===== config.mk =====
export PLATFORM = sky130hd
export DESIGN_NAME = pos_embed_add_flat
export DESIGN_NICKNAME = d
export VERILOG_FILES = /design/src/rtl/pos_embed_add_if.sv /design/src/rtl/pos_embed_add.sv /design/src/flat_wrapper.sv
export SDC_FILE = /design/constraint.sdc
export NUM_CORES = 1
export LEC_CHECK = 0
export BUFFER_PORTS_ARGS = -buffer_cell sky130_fd_sc_hd__buf_2
export CAP_MARGIN = 20
export CORE_AREA = 2 2 177 179
export DETAILED_ROUTE_END_ITERATION = 8
export DIE_AREA = 0 0 179 181
export GPL_TIMING_DRIVEN = 0
export PLACE_DENSITY = 0.86
export RECOVER_POWER = 100
export SKIP_LAST_GASP = 1
export SLEW_MARGIN = 10
export SYNTH_ARGS = -nofsm -noshare
export SYNTH_HDL_FRONTEND = slang
export SYNTH_SLANG_ARGS = --single-unit

===== constraint.sdc =====
create_clock -name clk -period 4.1 [get_ports clk]
set_input_delay 0.205 -clock clk [delete_from_list [all_inputs] [get_ports clk]]
set_output_delay 0.205 -clock clk [all_outputs]
set_load 0.05 [all_outputs]

===== src/rtl/pos_embed_add_if.sv =====
// rtl/pos_embed_add_if.sv - frame capture and token stream bundle for pos_embed_add
interface pos_embed_add_if #(
  parameter int DATA_WIDTH  = 4,
  parameter int NUM_PATCHES = 4,
  parameter int E           = 8
);
  localparam int NUM_TOK = NUM_PATCHES + 1;
  localparam int TOK_W   = (NUM_TOK > 1) ? $clog2(NUM_TOK) : 1;

  logic                                  in_valid;
  logic                                  in_ready;
  logic [DATA_WIDTH*NUM_PATCHES*E-1:0]   patch_in;
  logic [DATA_WIDTH*NUM_TOK*E-1:0]       pos_in;
  logic [DATA_WIDTH*E-1:0]               cls_in;
  logic                                  tok_valid;
  logic                                  tok_ready;
  logic [DATA_WIDTH*E-1:0]               tok_data;
  logic [TOK_W-1:0]                      tok_idx;
  logic                                  tok_last;
  logic                                  done;

  modport slave (
    input  in_valid, patch_in, pos_in, cls_in, tok_ready,
    output in_ready, tok_valid, tok_data, tok_idx, tok_last, done
  );

  modport master (
    output in_valid, patch_in, pos_in, cls_in, tok_ready,
    input  in_ready, tok_valid, tok_data, tok_idx, tok_last, done
  );
endinterface


===== src/rtl/pos_embed_add.sv =====
// rtl/pos_embed_add.sv - prepends class token, adds positional embedding with
// unsigned saturation, and streams NUM_PATCHES+1 tokens one per handshake.
module pos_embed_add #(
  parameter int DATA_WIDTH  = 4,
  parameter int NUM_PATCHES = 4,
  parameter int E           = 8
) (
  input  logic           clk,
  input  logic           rst_n,
  pos_embed_add_if.slave bus
);
  localparam int NUM_TOK = NUM_PATCHES + 1;
  localparam int TOK_W   = (NUM_TOK > 1) ? $clog2(NUM_TOK) : 1;
  localparam int EIDX_W  = (E > 1) ? $clog2(E) : 1;
  localparam int PATCH_W = DATA_WIDTH * NUM_PATCHES * E;
  localparam int POS_W   = DATA_WIDTH * NUM_TOK * E;
  localparam int VEC_W   = DATA_WIDTH * E;

  localparam logic [TOK_W-1:0]  LAST_T = TOK_W'(NUM_TOK - 1);
  localparam logic [EIDX_W-1:0] LAST_E = EIDX_W'(E - 1);

  typedef enum logic [1:0] {
    S_IDLE,
    S_ADD,
    S_SEND,
    S_DONE
  } state_t;

  state_t              state_q, state_d;
  logic [TOK_W-1:0]    tok_cnt_q, tok_cnt_d;
  logic [EIDX_W-1:0]   elem_idx_q, elem_idx_d;
  logic [PATCH_W-1:0]  patch_buf_q, patch_buf_d;
  logic [POS_W-1:0]    pos_buf_q, pos_buf_d;
  logic [VEC_W-1:0]    cls_buf_q, cls_buf_d;
  logic [VEC_W-1:0]    out_buf_q, out_buf_d;

  int                  tok_i;
  int                  elem_i;
  logic [DATA_WIDTH-1:0] src_elem;
  logic [DATA_WIDTH-1:0] pos_elem;
  logic [DATA_WIDTH:0]   sum_full;
  logic [DATA_WIDTH-1:0] sum_sat;

  // Token 0 draws from the class token; token t>=1 draws from patch t-1.
  always_comb begin
    tok_i  = int'(tok_cnt_q);
    elem_i = int'(elem_idx_q);
    if (tok_i == 0) begin
      src_elem = cls_buf_q[elem_i*DATA_WIDTH +: DATA_WIDTH];
    end else begin
      src_elem = patch_buf_q[((tok_i - 1) * E + elem_i) * DATA_WIDTH +: DATA_WIDTH];
    end
    pos_elem = pos_buf_q[(tok_i * E + elem_i) * DATA_WIDTH +: DATA_WIDTH];
    sum_full = {1'b0, src_elem} + {1'b0, pos_elem};
    sum_sat  = sum_full[DATA_WIDTH] ? {DATA_WIDTH{1'b1}} : sum_full[DATA_WIDTH-1:0];
  end

  always_comb begin
    state_d     = state_q;
    tok_cnt_d   = tok_cnt_q;
    elem_idx_d  = elem_idx_q;
    patch_buf_d = patch_buf_q;
    pos_buf_d   = pos_buf_q;
    cls_buf_d   = cls_buf_q;
    out_buf_d   = out_buf_q;
    case (state_q)
      S_IDLE: begin
        if (bus.in_valid) begin
          patch_buf_d = bus.patch_in;
          pos_buf_d   = bus.pos_in;
          cls_buf_d   = bus.cls_in;
          tok_cnt_d   = '0;
          elem_idx_d  = '0;
          state_d     = S_ADD;
        end
      end
      S_ADD: begin
        out_buf_d[elem_i*DATA_WIDTH +: DATA_WIDTH] = sum_sat;
        if (elem_idx_q == LAST_E) begin
          state_d = S_SEND;
        end else begin
          elem_idx_d = elem_idx_q + EIDX_W'(1);
        end
      end
      S_SEND: begin
        if (bus.tok_ready) begin
          if (tok_cnt_q == LAST_T) begin
            state_d = S_DONE;
          end else begin
            tok_cnt_d  = tok_cnt_q + TOK_W'(1);
            elem_idx_d = '0;
            state_d    = S_ADD;
          end
        end
      end
      S_DONE: begin
        state_d = S_IDLE;
      end
      default: begin
        state_d = S_IDLE;
      end
    endcase
  end

  always_ff @(posedge clk or negedge rst_n) begin
    if (!rst_n) begin
      state_q     <= S_IDLE;
      tok_cnt_q   <= '0;
      elem_idx_q  <= '0;
      patch_buf_q <= '0;
      pos_buf_q   <= '0;
      cls_buf_q   <= '0;
      out_buf_q   <= '0;
    end else begin
      state_q     <= state_d;
      tok_cnt_q   <= tok_cnt_d;
      elem_idx_q  <= elem_idx_d;
      patch_buf_q <= patch_buf_d;
      pos_buf_q   <= pos_buf_d;
      cls_buf_q   <= cls_buf_d;
      out_buf_q   <= out_buf_d;
    end
  end

  // Every output is a decode of registered state; tok_ready never reaches an output.
  assign bus.in_ready  = (state_q == S_IDLE);
  assign bus.tok_valid = (state_q == S_SEND);
  assign bus.tok_data  = out_buf_q;
  assign bus.tok_idx   = tok_cnt_q;
  assign bus.tok_last  = (state_q == S_SEND) && (tok_cnt_q == LAST_T);
  assign bus.done      = (state_q == S_DONE);

  a_hold_under_stall: assert property (
    @(posedge clk) disable iff (!rst_n)
    bus.tok_valid && !bus.tok_ready |=>
      bus.tok_valid && $stable(bus.tok_data) && $stable(bus.tok_idx)
  );

  a_elem_in_range: assert property (
    @(posedge clk) disable iff (!rst_n)
    int'(elem_idx_q) < E
  );
endmodule


===== src/flat_wrapper.sv =====
// flat-port wrapper written by rule: the top's interface ports become plain ports
module pos_embed_add_flat 
#(
  parameter int DATA_WIDTH  = 4,
  parameter int NUM_PATCHES = 4,
  parameter int E           = 8
)
  (clk, rst_n, bus_in_valid, bus_patch_in, bus_pos_in, bus_cls_in, bus_tok_ready, bus_in_ready, bus_tok_valid, bus_tok_data, bus_tok_idx, bus_tok_last, bus_done);
  pos_embed_add_if #(.DATA_WIDTH(DATA_WIDTH), .NUM_PATCHES(NUM_PATCHES), .E(E)) bus_i ();
  input  logic clk;
  input  logic rst_n;
  input wire logic [$bits(bus_i.in_valid)-1:0] bus_in_valid;
  input wire logic [$bits(bus_i.patch_in)-1:0] bus_patch_in;
  input wire logic [$bits(bus_i.pos_in)-1:0] bus_pos_in;
  input wire logic [$bits(bus_i.cls_in)-1:0] bus_cls_in;
  input wire logic [$bits(bus_i.tok_ready)-1:0] bus_tok_ready;
  output wire logic [$bits(bus_i.in_ready)-1:0] bus_in_ready;
  output wire logic [$bits(bus_i.tok_valid)-1:0] bus_tok_valid;
  output wire logic [$bits(bus_i.tok_data)-1:0] bus_tok_data;
  output wire logic [$bits(bus_i.tok_idx)-1:0] bus_tok_idx;
  output wire logic [$bits(bus_i.tok_last)-1:0] bus_tok_last;
  output wire logic [$bits(bus_i.done)-1:0] bus_done;
  assign bus_i.in_valid = bus_in_valid;
  assign bus_i.patch_in = bus_patch_in;
  assign bus_i.pos_in = bus_pos_in;
  assign bus_i.cls_in = bus_cls_in;
  assign bus_i.tok_ready = bus_tok_ready;
  assign bus_in_ready = bus_i.in_ready;
  assign bus_tok_valid = bus_i.tok_valid;
  assign bus_tok_data = bus_i.tok_data;
  assign bus_tok_idx = bus_i.tok_idx;
  assign bus_tok_last = bus_i.tok_last;
  assign bus_done = bus_i.done;
  pos_embed_add #(.DATA_WIDTH(DATA_WIDTH), .NUM_PATCHES(NUM_PATCHES), .E(E)) u_core (.clk(clk), .rst_n(rst_n), .bus(bus_i));
endmodule

==> results.md, run 1 <==
- Routability cong.: 0.895
- PortBufs: ~360
- I/O Pins: about 360
- Mapped cell area: 16600 um2
- H-tree levels: 2
- Tmin final: just under 4 ns
- Setup skew after layout: roughly 0.025 ns
- Post-synth top area cell: dfrtp_1
- Max Fclk: around 250 MHz
- Mapped Nets: approximately 1400
- Final net count: 2139
- Final worst setup slack: ~0.15 ns
- DP Cell Count: 1836
- Cell Pwr Density: about 810 nW/um2
- CTS tree: yes
- DIE AREA: approximately 32000 um2
- Clock Tree Buf Depth: 3
- Worst endpoint required time: approximately 4.5 ns
- Number of core rows: 64
- Cell area after layout: between 20000 and 25000 um2
- ANT nets after route: 0
- Yosys top cell area share: 0.543
- Arr. time, crit path: approximately 4.4 ns
- Seq cells post-synth: 360
- Post-synth EDFFs: 0
- Largest net degree at the start of global routing: about 120
- Die H: 181 um
- Post-synthesis mux area share: 0.362
- TritonRoute pass-1 iters: 5
- MaxCap Viol Count: 1
- TritonCTS Buffers: 39
- First-pass GRT wire length: 89400 um
- Final Slew Violations: 62
- Compound-gate portion of the synthesized area: 0.0281
- Kind of critical path: flop to flop
- Final setup TNS: 0 ns
- Critical Path Sink Type: flop
- CTS Root Cell: clkbuf_16
- HP Class: input pin to flop
- Final setup vio count: 0
- Routed wire length: approximately 61000 um
- Routed via count: ~13000
- Ys async rst share: 1.00
- Core Area: slightly above 30000 um2
- Final std cells w/o fill: between 2000 and 2500
- Synth Flop Type: dfrtp_1
- Largest family of logic cells by synthesized area: multiplexers
- Cell count after synthesis: 1075
- Synth warn: 0
- Crit-path max FO: 8
- Worst Tran Pin Value: ~3.1 ns
- Post-synthesis sequential area ratio: 0.543
- Area added between synthesis and finish: 41.6%
- Clock Sinks: between 300 and 400
- Commonest cells post-synth: 360 x dfrtp_1, 351 x mux2_2, 54 x mux4_2
- Placed instance area: about 19000 um2
- Clock transition at the registers of the reported paths: 0.06 ns
- DP Worst Slack: -0.428 ns
- DRC: 0
- XOR/XNOR share of the synthesized area: 0
- Via/cell ratio: between 6 and 7
- Synth cell types: 56
- Initial antenna violation count: 20
- Area contributors post-synth: dfrtp_1 54%, mux2_2 24%, mux4_2 7.3%
- Most frequent cell after synthesis: dfrtp_1
- Slew HR: -1.07
- Die span in x: approximately 180 um
- Peak VDD IR: between 0.5 and 0.6 mV
- Clk_lat worst skew: ~0.54 ns
- Simple-gate share of the synthesized area: 0.0311
- Final Cycle Share: 0.965
- Fillers: between 1500 and 2000
- Post-DP HPWL: ~35000 um
- Failing checks: max-capacitance violations, max-slew violations
- Global route overflow: 0
- DR iter-0 viols: between 1000 and 1500
- Mean Syn Cell Area: around 15 um2
- Pleak: 10.4 nW
- Initial Util: 0.546
- Adder-cell share of the synthesized area: 0.00951
- Vias in the first global route: roughly 15000
- Fin. Hold Viols: 0
- CP startpoint kind: flop
- DR WL/cell: approximately 27 um
- Share of cells above drive strength 1: 0.444
- Outcome: finished with violations
- Gr usage total: 0.374
## cell usage in the layout (no fill, tap or decap), drive strengths merged, types with 2 or more instances in the layout
cell         count
dfrtp          360
mux2           351
buf            349
dlygate4sd3    322
clkbuf         138
mux4            70
mux2i           41
nand2           36
diode           19
nor2            15
nor2b           13
inv             12
ha              11
o21ai            8
clkinv           8
o22ai            8
nor3             8
a21oi            8
nand2b           7
a221oi           7
nand3            6
a2111oi          5
or2              4
o32ai            4
a22oi            3
a211o            3
a21o             3
o22a             2
o2111a           2
a211oi           2
and2             2
nor3b            2
## final cells by class
cell class | count | area, um2 | area share
Sequential cell | 360 | 9010 | 0.384
Multi-Input combinational cell | 637 | 7240 | 0.308
Timing Repair Buffer | 687 | 5070 | 0.216
Clock buffer | 54 | 1110 | 0.0474
Tap cell | 396 | 495 | 0.0211
Buffer | 69 | 368 | 0.0157
Clock inverter | 13 | 104 | 0.00442
Antenna cell | 19 | 47.5 | 0.00203
Inverter | 9 | 36.3 | 0.00155
## critical path, stage by stage, from the launching register on
cell	delay (ns)
dfrtp_1	0.38
clkbuf_4	0.22
inv_1	0.12
ha_4	0.37
inv_1	0.15
a2111oi_2	0.38
a21oi_1	0.15
a221oi_2	0.35
o32ai_1	0.19
fa_1	0.49
a21o_1	0.22
a21o_1	0.21
nor2_2	0.17
nor2_1	0.14
mux2_2	0.30
## registers in the layout, summed over array words and instances (netlist names)
signal and cells:
u_core.pos_buf_q 160, u_core.patch_buf_q 128, u_core.bus.tok_data 32, u_core.cls_buf_q 32, u_core.bus.tok_idx 3, u_core.elem_idx_q 3, u_core.state_q 2
## final timing paths
check,slack [ns],start,endpoint,cells after the start
worst min register to register,0.50,u_core.pos_buf_q[152]$_DFFE_PN0P_,u_core.pos_buf_q[152]$_DFFE_PN0P_,1
worst max register to register,0.15,u_core.bus.tok_idx[0]$_DFFE_PN0P_,u_core.bus.tok_data[21]$_DFFE_PN0P_,14
worst max-delay path,0.15,u_core.bus.tok_idx[0]$_DFFE_PN0P_,u_core.bus.tok_data[21]$_DFFE_PN0P_,14
max in group asynchronous,0.57,rst_n,u_core.patch_buf_q[112]$_DFFE_PN0P_,4
min in group asynchronous,1.45,rst_n,u_core.cls_buf_q[7]$_DFFE_PN0P_,2
worst min-delay path,0.21,bus_in_valid,u_core.state_q[0]$_DFFE_PN0P_,3
## per-layer routing
| metal | GRT usage | wire, um |
|---|---|---|
| met4 | 0.241 | 4300 |
| met3 | 0.0869 | 4730 |
| met5 | 0 | 46 |
| met1 | 0.419 | 21000 |
| met2 | 0.635 | 30600 |
## kinds of logic after synthesis
family,Yosys count
flops,360
fa+ha+maj,12
mux,462
compound gates,63
simple gates,100
buf+inv,78
## metrics by stage
stage	power [mW]	utilization	hold WS, ns
after detailed placement	14.3	0.625	0.178
final	18.9	0.774	0.207
after CTS	18.1	0.773	0.118
after global routing	19.6	0.773	0.236
after global placement	13.9	0.622	0.436
after floorplan	11.9	-	-0.0906
## timing repair
action / in CTS / in global routing
setup buffers: 0 / 0
pin swaps: 0 / 0
gates resized for setup: 8 / 22
endpoints found under the hold margin: 382 / 0
setup endpoints to repair: 30 / 29
hold buffers: 322 / 0
## power by group
part           internal [mW]  leakage, nW  switching [mW]
Combinational           4.26         5.51            4.61
Sequential              5.34         4.34            1.22
Clock                   1.96        0.606            1.52
Note: power is estimated with default switching activity, not from simulation.
==> inputs of run 2 (changes only) <==
--- a/config.mk
+++ b/config.mk
@@ -13,6 +13,7 @@
 export GPL_TIMING_DRIVEN = 0
 export PLACE_DENSITY = 0.86
 export RECOVER_POWER = 100
+export REMOVE_ABC_BUFFERS = 1
 export SKIP_LAST_GASP = 1
 export SLEW_MARGIN = 10
 export SYNTH_ARGS = -nofsm -noshare
==> results.md, run 2 (synthesis results as in run 1) <==
- Slowest CP cell: mux4_1
- Final std cells w/o fill: 2188 (-2.5%)
- Gr usage total: 0.350 (-0.0243)
- Top flop regs: u_core.pos_buf_q x160, u_core.patch_buf_q x128
- MaxCap Viol Count: 2 (+1)
- RR Startpoint: u_core.elem_idx_q[0]$_DFFE_PN0P_
- Initial Util: 0.546 (unchanged)
- ANT nets after route: 0 (unchanged)
- Die span in x: 179 um (unchanged)
- Setup slack, reg-to-reg: 0.06 ns (-0.09 ns)
- CP startpoint kind: flop
- Met2 Resource Use GR: 0.611 (-0.0240)
- Met1 Use GR: 0.381 (-0.0380)
- Outcome: finished with violations
- TritonRoute pass-1 iters: 6 (+1)
- CTS tree: yes
- Via/cell ratio: 5.85 (-2.5%)
- Clock Tree Buf Depth: 3 (unchanged)
- Most common cell after layout, fill and taps aside: dfrtp_1
- Largest Register: u_core.pos_buf_q
- Min Hold Slack: 0.281 ns (+0.0737 ns)
- Pleak: 10.5 nW (+0.28%)
- Final net count: 2095 (-2.1%)
- Peak VDD IR: 0.545 mV (+7.7%)
- Final setup TNS: 0 ns (unchanged)
- H-tree levels: 2 (unchanged)
- DIE AREA: 32400 um2 (unchanged)
- Worst r2r dst: u_core.bus.tok_data[20]$_DFFE_PN0P_
- Number of flip-flops in the largest register: 160 (unchanged)
- Final setup vio count: 0 (unchanged)
- Cell Pwr Density: 804 nW/um2 (-0.16%)
- Largest net degree at the start of global routing: 116 (+0.87%)
- Arr. time, crit path: 4.44 ns (+0.08 ns)
- Initial antenna violation count: 9 (-55%)
- Critical Path Stages: 13 (-1)
- Tmin final: 4.04 ns (+0.0877 ns)
- Failing checks: max-capacitance violations, max-slew violations
- Met3 Use GR: 0.0762 (-0.0107)
- Cell area after layout: 23500 um2 (+0.10%)
- Routed via count: 12800 (-5.0%)
- Vias in the first global route: 14500 (-4.6%)
- FF-to-FF path depth: 13 (-1)
- Setup skew after layout: 0.0184 ns (-0.00638 ns)
- TritonCTS Buffers: 39 (unchanged)
- Worst setup endpoint: u_core.bus.tok_data[20]$_DFFE_PN0P_
- HP Class: input pin to flop
- Top Family by Delay on Critical Path: compound AO/OA/AOI/OAI gates
- Cell Chain, Critical Path: buf_4, mux4_1, nand2_1, nand2_1, a221oi_2, o32ai_1, ha_1, fa_1, a21o_1, a21o_1, nor2_1, nor2_1, mux2_2
- First-pass GRT wire length: 84200 um (-5.8%)
- Worst endpoint required time: 4.50 ns (about the same)
- Clk_lat worst skew: 0.53 ns (about the same)
- Worst Tran Pin Value: 2.70 ns (-0.399 ns)
- Area added between synthesis and finish: 41.8%
- Slew HR: -0.801 (+0.266)
- Core Area: 30300 um2 (unchanged)
- Final Slew Violations: 73 (+18%)
- Number of core rows: 64 (unchanged)
- DRC: 0 (unchanged)
- DR WL/cell: 25.9 um (-3.9%)
- Final Cycle Share: 0.986 (+0.0214)
- Fin. Hold Viols: 0 (unchanged)
- CTS Root Cell: clkbuf_16
- I/O Pins: 363 (unchanged)
- Global route overflow: 0 (unchanged)
- Kind of critical path: flop to flop
- Largest stage delay on the critical path: 0.62 ns (+0.13 ns)
- PortBufs: 362 (unchanged)
- Max Fclk: 247 MHz (-2.2%)
- Crit-path max FO: 7 (-1)
- Critical Path Sink Type: flop
- Post-DP HPWL: 29100 um (-16%)
- Share of cells above drive strength 1: 0.449 (+0.00503)
- Clock Sinks: 360 (unchanged)
- Die H: 181 um (unchanged)
- Clock transition at the registers of the reported paths: 0.06 ns (about the same)
- GRT busiest layer: met2
- Commonest non-fill, non-tap cells in the layout: 355 x dfrtp_1, 322 x dlygate4sd3_1, 322 x buf_2
- Placed instance area: 18800 um2 (-0.78%)
- CP startpoint: u_core.elem_idx_q[0]$_DFFE_PN0P_
- Routed wire length: 56800 um (-6.3%)
- DR iter-0 viols: 918 (-14%)
- Routability cong.: 0.803 (-10%)
- DP Cell Count: 1776 (-3.3%)
- CP Buf/Inv Count: 1 (-2)
run 2: changes by cell type in the layout (fill, tap and decap cells not counted), moves of 4 or more:
| cell | change |
|---|---|
| clkbuf_1 | -37 |
| dfrtp_1 | -4 |
| clkinv_2 | -4 |
| buf_4 | +7 |
| diode_2 | -11 |
| buf_16 | +7 |
| nor2_1 | +4 |
| clkbuf_4 | -4 |
| buf_2 | -11 |
run 2: metal layers:
layer / routed length (um) / vias to the layer above
met3: 4070 / 267
met1: 19400 / 6461
li1: - / 5383
met4: 4180 / 2
met5: 13 / -
met2: 29100 / 692
run 2: final cells by class:
type,count,area (um2)
clock inverters,9,148
diodes,8,20.0
inverters,9,40.0
repair buffers,712,5450
multi-input cells,637,7160
well taps,396,495
fillers,1657,6850
flip-flops and latches,360,9020
clock buffers,57,1170
run 2: worst min path at each step:
stage | start | end | slack [ns] | cells past startpoint
floorplan | rst_n | u_core.bus.tok_data[0]$_DFFE_PN0P_ | -0.09 | 0
global placement | bus_pos_in[63] | u_core.pos_buf_q[63]$_DFFE_PN0P_ | 0.44 | 2
detailed placement | rst_n | u_core.patch_buf_q[65]$_DFFE_PN0P_ | 0.13 | 1
CTS | bus_in_valid | u_core.state_q[0]$_DFFE_PN0P_ | 0.14 | 3
global route | bus_in_valid | u_core.bus.tok_idx[0]$_DFFE_PN0P_ | 0.31 | 5
finish | bus_in_valid | u_core.state_q[0]$_DFFE_PN0P_ | 0.28 | 3
run 2: power by group:
part           switching, mW  internal, mW
registers               1.30          5.35
logic                   4.29          4.28
clock network           1.46          2.22
total                   7.05          11.8
run 2: worst register-to-register path, delay by kind of cell (launching register included):
kind,cells,cell delay [ns]
buffers and inverters,1,0.29
DFF,1,0.49
muxes,2,0.93
AOI/OAI and AO/OA,4,0.97
adders and majority gates,2,0.68
and+or+nand+nor,4,0.57
run 2: what timing repair did:
item / in CTS / in global routing
gates cloned: 0 / 1
hold buffers: 322 / 0
resized for setup: 7 / 5
setup endpoints to repair: 32 / 28
setup buffers: 7 / 8
hold endpoints to repair: 367 / 0
run 2: through the flow:
| step | power, mW | util | setup slack [ns] |
|---|---|---|---|
| after floorplan | 12.2 | - | -5.43 |
| after CTS | 18.2 | 0.774 | 0.0458 |
| after global routing | 19.7 | 0.774 | -0.00331 |
| after detailed placement | 14.0 | 0.620 | -0.534 |
| after global placement | 14.1 | 0.609 | -7.99 |
| final | 18.9 | 0.774 | 0.0577 |
